[config.mk]
export PLATFORM = sky130hd
export DESIGN_NAME = audio_mix_sequencer_flat
export DESIGN_NICKNAME = d
export VERILOG_FILES = /design/src/rtl/audio_mix_sequencer_pkg.sv /design/src/rtl/audio_mix_sequencer_if.sv /design/src/rtl/audio_mix_sequencer_vol_mac.sv /design/src/rtl/audio_mix_sequencer.sv /design/src/flat_wrapper.sv
export SDC_FILE = /design/constraint.sdc
export NUM_CORES = 1
export LEC_CHECK = 0
export CAP_MARGIN = 20
export CORE_UTILIZATION = 62
export DETAILED_ROUTE_END_ITERATION = 10
export HOLD_SLACK_MARGIN = 0.08
export PLACE_DENSITY_LB_ADDON = 0.25
export SETUP_SLACK_MARGIN = 0.15
export SLEW_MARGIN = 20
export SYNTH_ARGS = -nofsm -noshare
export SYNTH_HDL_FRONTEND = slang
export SYNTH_SLANG_ARGS = --single-unit
[constraint.sdc]
create_clock -name clk -period 10.8 [get_ports clk]
set_input_delay 2.16 -clock clk [delete_from_list [all_inputs] [get_ports clk]]
set_output_delay 2.16 -clock clk [all_outputs]
set_load 0.05 [all_outputs]
[src/rtl/audio_mix_sequencer_pkg.sv]
`default_nettype none
// ============================================================================
// Module     : audio_pkg
// Description: Shared constants, state encoding and channel-to-side mapping
//              for the time-multiplexed four-channel audio mixer.
// Revision   : 1.0 - initial release
// ============================================================================
package audio_pkg;

    localparam int DW      = 8;   // channel sample width (signed)
    localparam int VW      = 7;   // channel volume width (unsigned, 0..64)
    localparam int OW      = 9;   // output sum width per side (signed)
    localparam int VOL_MAX = 64;  // full-scale volume
    localparam int ACC_W   = 16;  // accumulator width
    localparam int SHIFT   = 6;   // volume scaling (divide by 64)

    // Sequencer states, explicit 3-bit encoding.
    typedef enum logic [2:0] {
        ST_IDLE = 3'd0,
        ST_CH0  = 3'd1,
        ST_CH1  = 3'd2,
        ST_CH2  = 3'd3,
        ST_CH3  = 3'd4,
        ST_LOAD = 3'd5
    } mix_state_t;

    // Bit n set: channel n feeds the left accumulator (unswapped layout).
    localparam logic [3:0] CH_LEFT_MAP = 4'b1001;

    // Any volume with bit 6 set is treated as full scale (64).
    function automatic logic [VW-1:0] clamp_vol(input logic [VW-1:0] vol);
        logic [VW-1:0] eff;
        eff = vol[VW-1] ? VW'(VOL_MAX) : {1'b0, vol[VW-2:0]};
        return eff;
    endfunction

endpackage
`default_nettype wire

[src/rtl/audio_mix_sequencer_if.sv]
`default_nettype none
// ============================================================================
// Module     : audio_mix_sequencer_if
// Description: Channel inputs and mixed-sample outputs of the audio mixer.
//              master : audio source side (drives samples, volumes, tick)
//              slave  : mixer side (drives sums and status pulses)
// Revision   : 1.0 - initial release
// ============================================================================
interface audio_mix_sequencer_if;
    import audio_pkg::*;

    logic                 clk7_en;
    logic                 cck;
    logic signed [DW-1:0] aud0, aud1, aud2, aud3;
    logic        [VW-1:0] vol0, vol1, vol2, vol3;
    logic                 mute;
    logic signed [OW-1:0] ldatasum;
    logic signed [OW-1:0] rdatasum;
    logic                 sample_valid;
    logic                 busy;
    logic                 overrun;

    modport master (
        output clk7_en, cck, aud0, aud1, aud2, aud3,
               vol0, vol1, vol2, vol3, mute,
        input  ldatasum, rdatasum, sample_valid, busy, overrun
    );

    modport slave (
        input  clk7_en, cck, aud0, aud1, aud2, aud3,
               vol0, vol1, vol2, vol3, mute,
        output ldatasum, rdatasum, sample_valid, busy, overrun
    );

endinterface
`default_nettype wire

[src/rtl/audio_mix_sequencer_vol_mac.sv]
`default_nettype none
// ============================================================================
// Module     : audio_mix_sequencer_vol_mac
// Description: Volume clamp, shared signed x unsigned multiplier and the two
//              side accumulators. Multiply is combinational; accumulators are
//              registered and cleared at the start of each sample.
// Ports      : clk, rst         - clock, synchronous active-high reset
//              i_clr            - clear both accumulators
//              i_en             - add current product this clock
//              i_to_left        - 1 = left accumulator, 0 = right
//              i_sample, i_vol  - current channel sample and raw volume
//              o_acc_l, o_acc_r - accumulated sums
// Revision   : 1.0 - initial release
// ============================================================================
module audio_mix_sequencer_vol_mac
    import audio_pkg::*;
(
    input  wire logic                    clk,
    input  wire logic                    rst,
    input  wire logic                    i_clr,
    input  wire logic                    i_en,
    input  wire logic                    i_to_left,
    input  wire logic signed [DW-1:0]    i_sample,
    input  wire logic        [VW-1:0]    i_vol,
    output logic      signed [ACC_W-1:0] o_acc_l,
    output logic      signed [ACC_W-1:0] o_acc_r
);

    logic        [VW-1:0]    w_eff_vol;
    logic signed [ACC_W-1:0] w_prod;

    // Volume is zero-extended so the multiply stays signed x unsigned.
    always_comb begin
        w_eff_vol = clamp_vol(i_vol);
        w_prod    = ACC_W'(i_sample) * ACC_W'($signed({1'b0, w_eff_vol}));
    end

    always_ff @(posedge clk) begin
        if (rst || i_clr) begin
            o_acc_l <= '0;
            o_acc_r <= '0;
        end else if (i_en) begin
            if (i_to_left) begin
                o_acc_l <= o_acc_l + w_prod;
            end else begin
                o_acc_r <= o_acc_r + w_prod;
            end
        end
    end

endmodule
`default_nettype wire

[src/rtl/audio_mix_sequencer.sv]
`default_nettype none
// ============================================================================
// Module     : audio_mix_sequencer
// Description: Four-channel volume/mix engine. On each sample tick the inputs
//              are snapshotted, four multiply-accumulate steps run one clock
//              each, and the scaled sums are loaded into ldatasum/rdatasum.
// Ports      : clk   - sole clock
//              reset - synchronous active-high reset
//              bus   - channel inputs / mixed outputs (slave modport)
// Revision   : 1.0 - initial release
// ============================================================================
module audio_mix_sequencer
    import audio_pkg::*;
#(
    parameter int SWAP = 0
)(
    input  wire logic              clk,
    input  wire logic              reset,
    audio_mix_sequencer_if.slave   bus
);

    mix_state_t r_state;
    mix_state_t w_next;

    logic signed [DW-1:0]    r_aud [4];
    logic        [VW-1:0]    r_vol [4];
    logic signed [ACC_W-1:0] w_acc_l;
    logic signed [ACC_W-1:0] w_acc_r;

    logic       w_tick;
    logic       w_snap;
    logic       w_mac_en;
    logic       w_load;
    logic [1:0] w_ch;
    logic       w_to_left;
    logic       w_unused;

    assign w_tick = bus.clk7_en & bus.cck;

    // ---------------- state register ----------------
    always_ff @(posedge clk) begin
        if (reset) begin
            r_state <= ST_IDLE;
        end else begin
            r_state <= w_next;
        end
    end

    // ---------------- next-state logic ----------------
    always_comb begin
        w_next = r_state;
        case (r_state)
            ST_IDLE: if (w_tick) w_next = ST_CH0;
            ST_CH0:  w_next = ST_CH1;
            ST_CH1:  w_next = ST_CH2;
            ST_CH2:  w_next = ST_CH3;
            ST_CH3:  w_next = ST_LOAD;
            ST_LOAD: w_next = ST_IDLE;
            default: w_next = ST_IDLE;
        endcase
    end

    // ---------------- control outputs ----------------
    always_comb begin
        w_snap   = 1'b0;
        w_mac_en = 1'b0;
        w_load   = 1'b0;
        w_ch     = 2'd0;
        case (r_state)
            ST_IDLE: w_snap = w_tick;
            ST_CH0:  begin w_mac_en = 1'b1; w_ch = 2'd0; end
            ST_CH1:  begin w_mac_en = 1'b1; w_ch = 2'd1; end
            ST_CH2:  begin w_mac_en = 1'b1; w_ch = 2'd2; end
            ST_CH3:  begin w_mac_en = 1'b1; w_ch = 2'd3; end
            ST_LOAD: w_load = 1'b1;
            default: ;
        endcase
    end

    assign w_to_left = CH_LEFT_MAP[w_ch] ^ (SWAP != 0);

    // Snapshot decouples the sequence from input changes after the tick.
    always_ff @(posedge clk) begin
        if (reset) begin
            for (int i = 0; i < 4; i++) begin
                r_aud[i] <= '0;
                r_vol[i] <= '0;
            end
        end else if (w_snap) begin
            r_aud[0] <= bus.aud0;  r_vol[0] <= bus.vol0;
            r_aud[1] <= bus.aud1;  r_vol[1] <= bus.vol1;
            r_aud[2] <= bus.aud2;  r_vol[2] <= bus.vol2;
            r_aud[3] <= bus.aud3;  r_vol[3] <= bus.vol3;
        end
    end

    audio_mix_sequencer_vol_mac u_mac (
        .clk       (clk),
        .rst       (reset),
        .i_clr     (w_snap),
        .i_en      (w_mac_en),
        .i_to_left (w_to_left),
        .i_sample  (r_aud[w_ch]),
        .i_vol     (r_vol[w_ch]),
        .o_acc_l   (w_acc_l),
        .o_acc_r   (w_acc_r)
    );

    // Sum of two products spans -16384..16256, so bits [14:6] hold the
    // floor-divided result without overflow; the rest is not needed.
    assign w_unused = &{1'b0, w_acc_l[ACC_W-1], w_acc_l[SHIFT-1:0],
                              w_acc_r[ACC_W-1], w_acc_r[SHIFT-1:0]};

    // ---------------- output registers ----------------
    always_ff @(posedge clk) begin
        if (reset) begin
            bus.ldatasum     <= '0;
            bus.rdatasum     <= '0;
            bus.sample_valid <= 1'b0;
            bus.busy         <= 1'b0;
            bus.overrun      <= 1'b0;
        end else begin
            bus.sample_valid <= w_load;
            bus.busy         <= (w_next != ST_IDLE);
            bus.overrun      <= w_tick && (r_state != ST_IDLE);
            if (w_load) begin
                if (bus.mute) begin
                    bus.ldatasum <= '0;
                    bus.rdatasum <= '0;
                end else begin
                    bus.ldatasum <= w_acc_l[SHIFT+OW-1:SHIFT];
                    bus.rdatasum <= w_acc_r[SHIFT+OW-1:SHIFT];
                end
            end
        end
    end

endmodule
`default_nettype wire

[src/flat_wrapper.sv]
// flat-port wrapper written by rule: the top's interface ports become plain ports
module audio_mix_sequencer_flat import audio_pkg::*;
#(
    parameter int SWAP = 0
)
  (clk, reset, bus_clk7_en, bus_cck, bus_aud0, bus_aud1, bus_aud2, bus_aud3, bus_vol0, bus_vol1, bus_vol2, bus_vol3, bus_mute, bus_ldatasum, bus_rdatasum, bus_sample_valid, bus_busy, bus_overrun);
  audio_mix_sequencer_if bus_i ();
  input  wire logic clk;
  input  wire logic reset;
  input wire logic [$bits(bus_i.clk7_en)-1:0] bus_clk7_en;
  input wire logic [$bits(bus_i.cck)-1:0] bus_cck;
  input wire logic [$bits(bus_i.aud0)-1:0] bus_aud0;
  input wire logic [$bits(bus_i.aud1)-1:0] bus_aud1;
  input wire logic [$bits(bus_i.aud2)-1:0] bus_aud2;
  input wire logic [$bits(bus_i.aud3)-1:0] bus_aud3;
  input wire logic [$bits(bus_i.vol0)-1:0] bus_vol0;
  input wire logic [$bits(bus_i.vol1)-1:0] bus_vol1;
  input wire logic [$bits(bus_i.vol2)-1:0] bus_vol2;
  input wire logic [$bits(bus_i.vol3)-1:0] bus_vol3;
  input wire logic [$bits(bus_i.mute)-1:0] bus_mute;
  output wire logic [$bits(bus_i.ldatasum)-1:0] bus_ldatasum;
  output wire logic [$bits(bus_i.rdatasum)-1:0] bus_rdatasum;
  output wire logic [$bits(bus_i.sample_valid)-1:0] bus_sample_valid;
  output wire logic [$bits(bus_i.busy)-1:0] bus_busy;
  output wire logic [$bits(bus_i.overrun)-1:0] bus_overrun;
  assign bus_i.clk7_en = bus_clk7_en;
  assign bus_i.cck = bus_cck;
  assign bus_i.aud0 = bus_aud0;
  assign bus_i.aud1 = bus_aud1;
  assign bus_i.aud2 = bus_aud2;
  assign bus_i.aud3 = bus_aud3;
  assign bus_i.vol0 = bus_vol0;
  assign bus_i.vol1 = bus_vol1;
  assign bus_i.vol2 = bus_vol2;
  assign bus_i.vol3 = bus_vol3;
  assign bus_i.mute = bus_mute;
  assign bus_ldatasum = bus_i.ldatasum;
  assign bus_rdatasum = bus_i.rdatasum;
  assign bus_sample_valid = bus_i.sample_valid;
  assign bus_busy = bus_i.busy;
  assign bus_overrun = bus_i.overrun;
  audio_mix_sequencer #(.SWAP(SWAP)) u_core (.clk(clk), .reset(reset), .bus(bus_i));
endmodule
### Word-level counts from Yosys, hierarchy flattened

Memories as Yosys holds them, arrays and structs flattened.
Index checks and enable logic that the tools add are counted.

| cells by class | value |
|---|---|
| $add $sub $neg | 2 |
| multiply operators | 1 |
| div/mod/pow operators | 0 |
| magnitude comparators | 1 |
| equality and inequality tests | 5 |
| shifts and indexed selects | 0 |
| muxes and demuxes | 24 |
| bitwise gates (word level) | 10 |
| reduce and logical (&&, ||, !) cells | 8 |

Operator list:

| kind | number |
|---|---|
| two-way mux 7 bit | 5 |
| adder 16 bit | 2 |
| two-way mux 8 bit | 4 |
| two-way mux 9 bit | 2 |
| multiplier 8 x 8 -> 16 bit | 1 |
| one-hot mux 3 bit (5 select lines) | 1 |
| two-way mux 1 bit | 9 |
| OR 1 bit | 8 |
| == test 3 x 2 -> 1 bit (second input constant) | 2 |
| == test 3 bit (second input constant) | 2 |
| one-hot mux 2 bit (3 select lines) | 1 |
| nonzero test 3 bit | 2 |
| AND reduction 2 bit | 2 |
| OR reduction 4 bit | 1 |
| == test 3 x 1 -> 1 bit (second input constant) | 1 |
| logical NOT 3 bit | 1 |
| < comparator 2 x 3 -> 1 bit (second input constant) | 1 |
| two-way mux 3 bit | 1 |
| binary-select mux 1 bit (select 2 bit) | 1 |
| AND 1 bit | 1 |
| logical AND 1 bit | 1 |
| logical OR 1 bit | 1 |
| inverter 1 bit | 1 |

| storage, ports and cells | value |
|---|---|
| register bits after elaboration | 56 |
| bits in latches | 0 |
| RAM bits | 60 |
| memory bits (read-only) | 0 |
| output and inout port bits | 21 |
| word-level logic and storage cells | 61 |
| memories kept | 2 |

Memory list:

| name | words | width | read ports | clocked after memory_dff | write ports | RTL line | text |
|---|---|---|---|---|---|---|---|
| u_core.r_aud | 4 | 8 | 1 | 0 | 4 | audio_mix_sequencer.sv:25 | `logic signed [DW-1:0] r_aud [4];` |
| u_core.r_vol | 4 | 7 | 1 | 0 | 4 | audio_mix_sequencer.sv:26 | `logic [VW-1:0] r_vol [4];` |

### Logic depth before layout (Yosys ltp)

| logic depth | value |
|---|---|
| word-level depth | 6 |
| mapped depth | 31 |

### Hierarchy

Synthesis repeated with hierarchy kept, for this count alone.

| second synthesis, totals | value |
|---|---|
| cells, all modules | 884 |
| area total of the unflattened synthesis | 8628.3 sq um |

Modules (own cells, without submodules):

| module | instances | cells an instance | area an instance (sq um) | seq. area each (sq um) |
|---|---|---|---|---|
| audio_mix_sequencer_vol_mac | 1 | 583 | 4875.9 | 640.6 |
| audio_mix_sequencer | 1 | 301 | 3752.3 | 2282.2 |

### Least setup slack after synthesis

OpenSTA, ideal clock, no wires.

| timing | value |
|---|---|
| kind | register to register |
| start point | register u_core.r_state[0] |
| end point | register u_core.u_mac.o_acc_l[14] |
| setup time | 0.059 ns |
| data arrival time | 5.963 ns |
| data required time | 10.741 ns |
| setup slack | 4.778 ns |
| stages on the path, launching flop included | 31 |
| clock period less this slack | 6.022 ns |
| cell sequence | dfxtp_1 -> buf_4 -> nor2_2 -> and2_1 -> buf_4 -> nor2_4 -> a221o_1 -> nand2_1 -> nor2_1 -> fa_1 -> inv_1 -> fa_1 -> inv_1 -> fa_1 -> inv_1 -> fa_1 -> inv_1 -> ha_1 -> inv_1 -> o21bai_1 -> a21oi_2 -> o21ai_1 -> xor2_1 -> ha_1 -> nor2_1 -> nor2_1 -> a211o_1 -> o22ai_2 -> a211oi_1 -> or3_1 -> nand2_1 |

| on the way | value |
|---|---|
| cells in the longest elaborated chain, start to end | 6 |

RTL lines:

| what | RTL line | text |
|---|---|---|
| from (decl) | audio_mix_sequencer.sv:22 | `mix_state_t r_state;` |
| from (signal assigned) | audio_mix_sequencer.sv:45 | `r_state <= w_next;` |
| == test 3 bit or == test 3 x 2 -> 1 bit (tied branches) | audio_mix_sequencer.sv:69 | `case (r_state)` |
| one-hot mux 2 bit (3 select lines) | audio_mix_sequencer.sv:69 |  |
| memory (4 x 7 bit) | n/a |  |
| two-way mux 7 bit | audio_mix_sequencer_pkg.sv:33 | `eff = vol[VW-1] ? VW'(VOL_MAX) : {1'b0, vol[VW-2:0]};` |
| multiplier 8 x 8 -> 16 bit | audio_mix_sequencer_vol_mac.sv:35 | `w_prod = ACC_W'(i_sample) * ACC_W'($signed({1'b0, w_eff_vol}));` |
| adder 16 bit | audio_mix_sequencer_vol_mac.sv:44 | `o_acc_l <= o_acc_l + w_prod;` |
| to (signal assigned) | audio_mix_sequencer_vol_mac.sv:44 |  |
| to (decl) | audio_mix_sequencer_vol_mac.sv:25 | `output logic signed [ACC_W-1:0] o_acc_l,` |

Parallel ways exist; a longest one is shown, timed or not. The select of a mux whose other input is x is not followed.
A chain may end at the register's enable or synchronous reset.

### Worst setup path in the final report

| timing | value |
|---|---|
| start point | register u_core.r_state[2] |
| end point | register u_core.u_mac.o_acc_l[14] |

Same word-level chain as after synthesis.

==> impl_metrics.tcl <==
set metrics [dict create \
    run_status "finished clean" \
    pin_count_of_the_biggest_net_entering_global_routing 88 \
    cell_internal_pwr_mw 1.24 \
    die_width_um 116 \
    worst_slew_slack_as_a_fraction_of_its_limit 0.273 \
    numCtsBuffers 17 \
    post_route_wl_mm 18.2 \
    ys_warn_count 0 \
    grt_antenna_before_repair 0 \
    setup-violations-final 0 \
    cts_post_setup_buffers_inserted 0 \
    first_pass_iters 4 \
    num_vias 6215 \
    fp.coreArea_mm2 0.0126 \
    hold_end "u_core.u_mac.o_acc_r[0]$_SDFFE_PP0P_" \
    drv.max_cap_violation_count 0 \
    power.combinational.fraction 0.455 \
    worst_setup_path_start_kind "register" \
    hold_start "u_core.u_mac.o_acc_r[0]$_SDFFE_PP0P_" \
    endpoint_kind "register" \
    grt_first_pass_wirelength_mm 29.8 \
    reg2reg_setup_slack_ps 3490 \
    post_drt_wl_per_cell_um 16.7 \
    cp_max_fo 27 \
    yosysSeqAreaShare 0.361 \
    die_height_um 116 \
    final-instance-count-excl-fill 1084 \
    p_r_area_growth_vs_syn_pct 20.1 \
    synth_top_cells_by_area "edfxtp_1 (23%), dfxtp_1 (14%), fa_1 (12%)" \
    count_of_unique_library_cells_instantiated_by_yosys 63 \
    first_iter_violations 424 \
    final.min_clock_period_ps 7310 \
    ys_ff_latch 114 \
    initial_utilization 0.633 \
    post_synth_inst_count 816 \
    antenna_cells_inserted 0 \
    critical_path_arrival_ps 7670 \
    cts-resized-gates 0 \
    place.detailed.hpwl_mm 13.4 \
    regToRegStartpoint "u_core.r_state[2]$_SDFF_PP0_" \
    layout-drive-gt1-share 0.0757 \
    worstSkewPairLatency_ps 420 \
    postRouteAntennaNets 0 \
    place_inst 1052 \
    whs_path_cells 2 \
    r2r-end "u_core.u_mac.o_acc_l[14]$_SDFFE_PP0P_" \
    h_tree_depth_reported_by_cts 4 \
    cts.reportedPaths.clkPinSlew_ps 60 \
    synth_area_mm2 0.00799 \
    irDropWorstVdd_v 0.000131 \
    hold_viol 0 \
    setup_repair_after_global_routing_missed_its_margin "no" \
    nNetsFinal 1070 \
    syn-mean-instance-area_um2 9.79 \
    ioPinCount 86 \
    p_seq_frac 0.256 \
    drc 0 \
    fmax_mhz 137 \
    swShare 0.381 \
    hold_path_class "reg2reg" \
    post_cts_hold_buffer_count 0 \
    grt.overflow.total 0 \
    depth_of_the_most_critical_reg_to_reg_path 27 \
    power_mw 2.00 \
    dominantRegCellSynth "edfxtp_1" \
    synth_area_leader_cell "edfxtp_1" \
    numPortBuffers 85 \
    cts-root-to-sink-buffers 2 \
    synth_edf_count 60 \
    period_share 0.677 \
    cts_root_buffer "clkbuf_16" \
    dieArea_mm2 0.0133 \
    worst_path_required_time_ps 11160 \
    tns_ps 0 \
    clock_skew_ps 21.3 \
    grt_pass1_vias 6361 \
    mappedNetlistNets 987 \
    switchingPower_mw 0.763 \
    p_per_area_mw_per_mm2 209 \
    post_drt_via_cell_ratio 5.73 \
    clock_tree_from_tritoncts "built" \
    critPathKind "reg2reg" \
    gp_routability_congestion 0.904 \
    placementRows 41 \
    clkSinkCount 114 \
    synth_largest_type_area_fraction 0.225 \
    worst_margin_pin_slew_ps 1090 \
    synth-async-reset-ratio 0 \
    groute.usage.overall 0.294 \
    layout.core_utilization 0.760 \
    pwr-share-clk 0.289 \
    timing.final.max_slew_violations 0 \
    power_leakage_nw 4.13 \
    synth_commonest_cells "inv_1 (77), nor2_1 (77), and2_1 (64)" \
]
==> power by group through the flow <==
stage / registers, mW / clock network, mW / logic, mW
2_1_floorplan: 0.515 / 0 / 0.673
3_3_place_gp: 0.519 / 0 / 0.859
3_5_place_dp: 0.521 / 0 / 0.892
4_1_cts: 0.513 / 0.578 / 0.907
5_1_grt: 0.516 / 0.604 / 1.02
6_report: 0.513 / 0.578 / 0.910
==> flip-flops by register name, summed over array words and instances (netlist names) <==
name / flops
u_core.r_aud: 32
u_core.r_vol: 28
u_core.u_mac.o_acc_l: 15
u_core.u_mac.o_acc_r: 15
u_core.bus.ldatasum: 9
u_core.bus.rdatasum: 9
u_core.r_state: 3
u_core.bus.busy: 1
u_core.bus.overrun: 1
u_core.bus.sample_valid: 1
==> layer usage <==
layer | track usage | vias to the layer above | wire length (um)
li1 | - | 2988 | -
met4 | 0.118 | 0 | 409
met5 | 0 | - | 0
met1 | 0.357 | 2963 | 7740
met3 | 0.0785 | 45 | 1070
met2 | 0.498 | 219 | 8940
==> critical path, stage by stage (launching register included) <==
cell and delay, ps:
dfxtp_1 680, nand2b_1 180, buf_4 320, nand2_4 140, o221ai_4 400, nand2_1 300
or2_2 370, fa_1 420, inv_1 80, fa_1 460, fa_1 550, inv_1 50
fa_1 470, inv_1 40, ha_1 340, inv_1 50, o21bai_1 170, a21oi_2 90
o21ai_1 240, xor2_1 400, ha_1 330, nor2_1 100, nor2_1 70, a211o_1 310
o22ai_2 120, a211oi_1 90, or3_1 410, nand2_1 70
==> placed cells by master, fill, tap and decap left out, drive strengths merged, types with 5 or more instances in the layout <==
cell type,n
a211oi,14
a21o,12
a21oi,39
a221o,6
a22o,18
and2,64
and3,5
buf,7
clkbuf,24
clkdlybuf4s50,85
dfxtp,54
edfxtp,60
fa,46
ha,60
inv,84
mux2i,18
nand2,63
nand2b,5
nand3,12
nand4,6
nor2,80
nor3,18
o21a,6
o21ai,25
o221ai,9
or2,14
or3,5
xnor2,22
xor2,10
==> through the flow <==
step	hold WS, ps	area [um^2]	setup slack [ps]
after global placement	443	8970	3910
after detailed placement	456	8970	3570
final	465	9600	3490
after global routing	487	9600	2990
after CTS	464	9590	3540
after floorplan	436	7990	4780
==> worst max-delay path by stage <==
| stage | start | to | slack, ps | cells after the start |
|---|---|---|---|---|
| 4_1_cts | u_core.r_state[2]$_SDFF_PP0_ | u_core.u_mac.o_acc_l[14]$_SDFFE_PP0P_ | 3540 | 27 |
| 6_report | u_core.r_state[2]$_SDFF_PP0_ | u_core.u_mac.o_acc_l[14]$_SDFFE_PP0P_ | 3490 | 27 |
| 3_5_place_dp | u_core.r_state[2]$_SDFF_PP0_ | u_core.u_mac.o_acc_l[14]$_SDFFE_PP0P_ | 3570 | 27 |
| 2_1_floorplan | u_core.r_state[0]$_SDFF_PP0_ | u_core.u_mac.o_acc_l[14]$_SDFFE_PP0P_ | 4780 | 30 |
| 3_3_place_gp | u_core.r_state[2]$_SDFF_PP0_ | u_core.u_mac.o_acc_l[14]$_SDFFE_PP0P_ | 3910 | 27 |
| 5_1_grt | u_core.r_state[2]$_SDFF_PP0_ | u_core.u_mac.o_acc_r[14]$_SDFFE_PP0P_ | 2990 | 24 |
==> layout make-up <==
cell class | instances | area [um^2]
repair buffers | 92 | 903
clock inverters | 8 | 95.1
fillers | 873 | 3020
well taps | 172 | 215
clock buffers | 24 | 524
multi-input cells | 592 | 4670
flip-flops and latches | 114 | 2880
inverters | 82 | 308
==> cells by family (layout without fill, tap and decap cells) <==
group,Yosys count,count (layout),synth area share
AOI/OAI and AO/OA,150,150,0.134
xor gates and xnor gates,32,32,0.0351
adders and majority gates,106,106,0.209
buffers and inverters,110,206,0.0562
DFF,114,114,0.361
muxes,18,18,0.0225
and+or+nand+nor,286,286,0.182
Power figures use the tool's default switching activity.
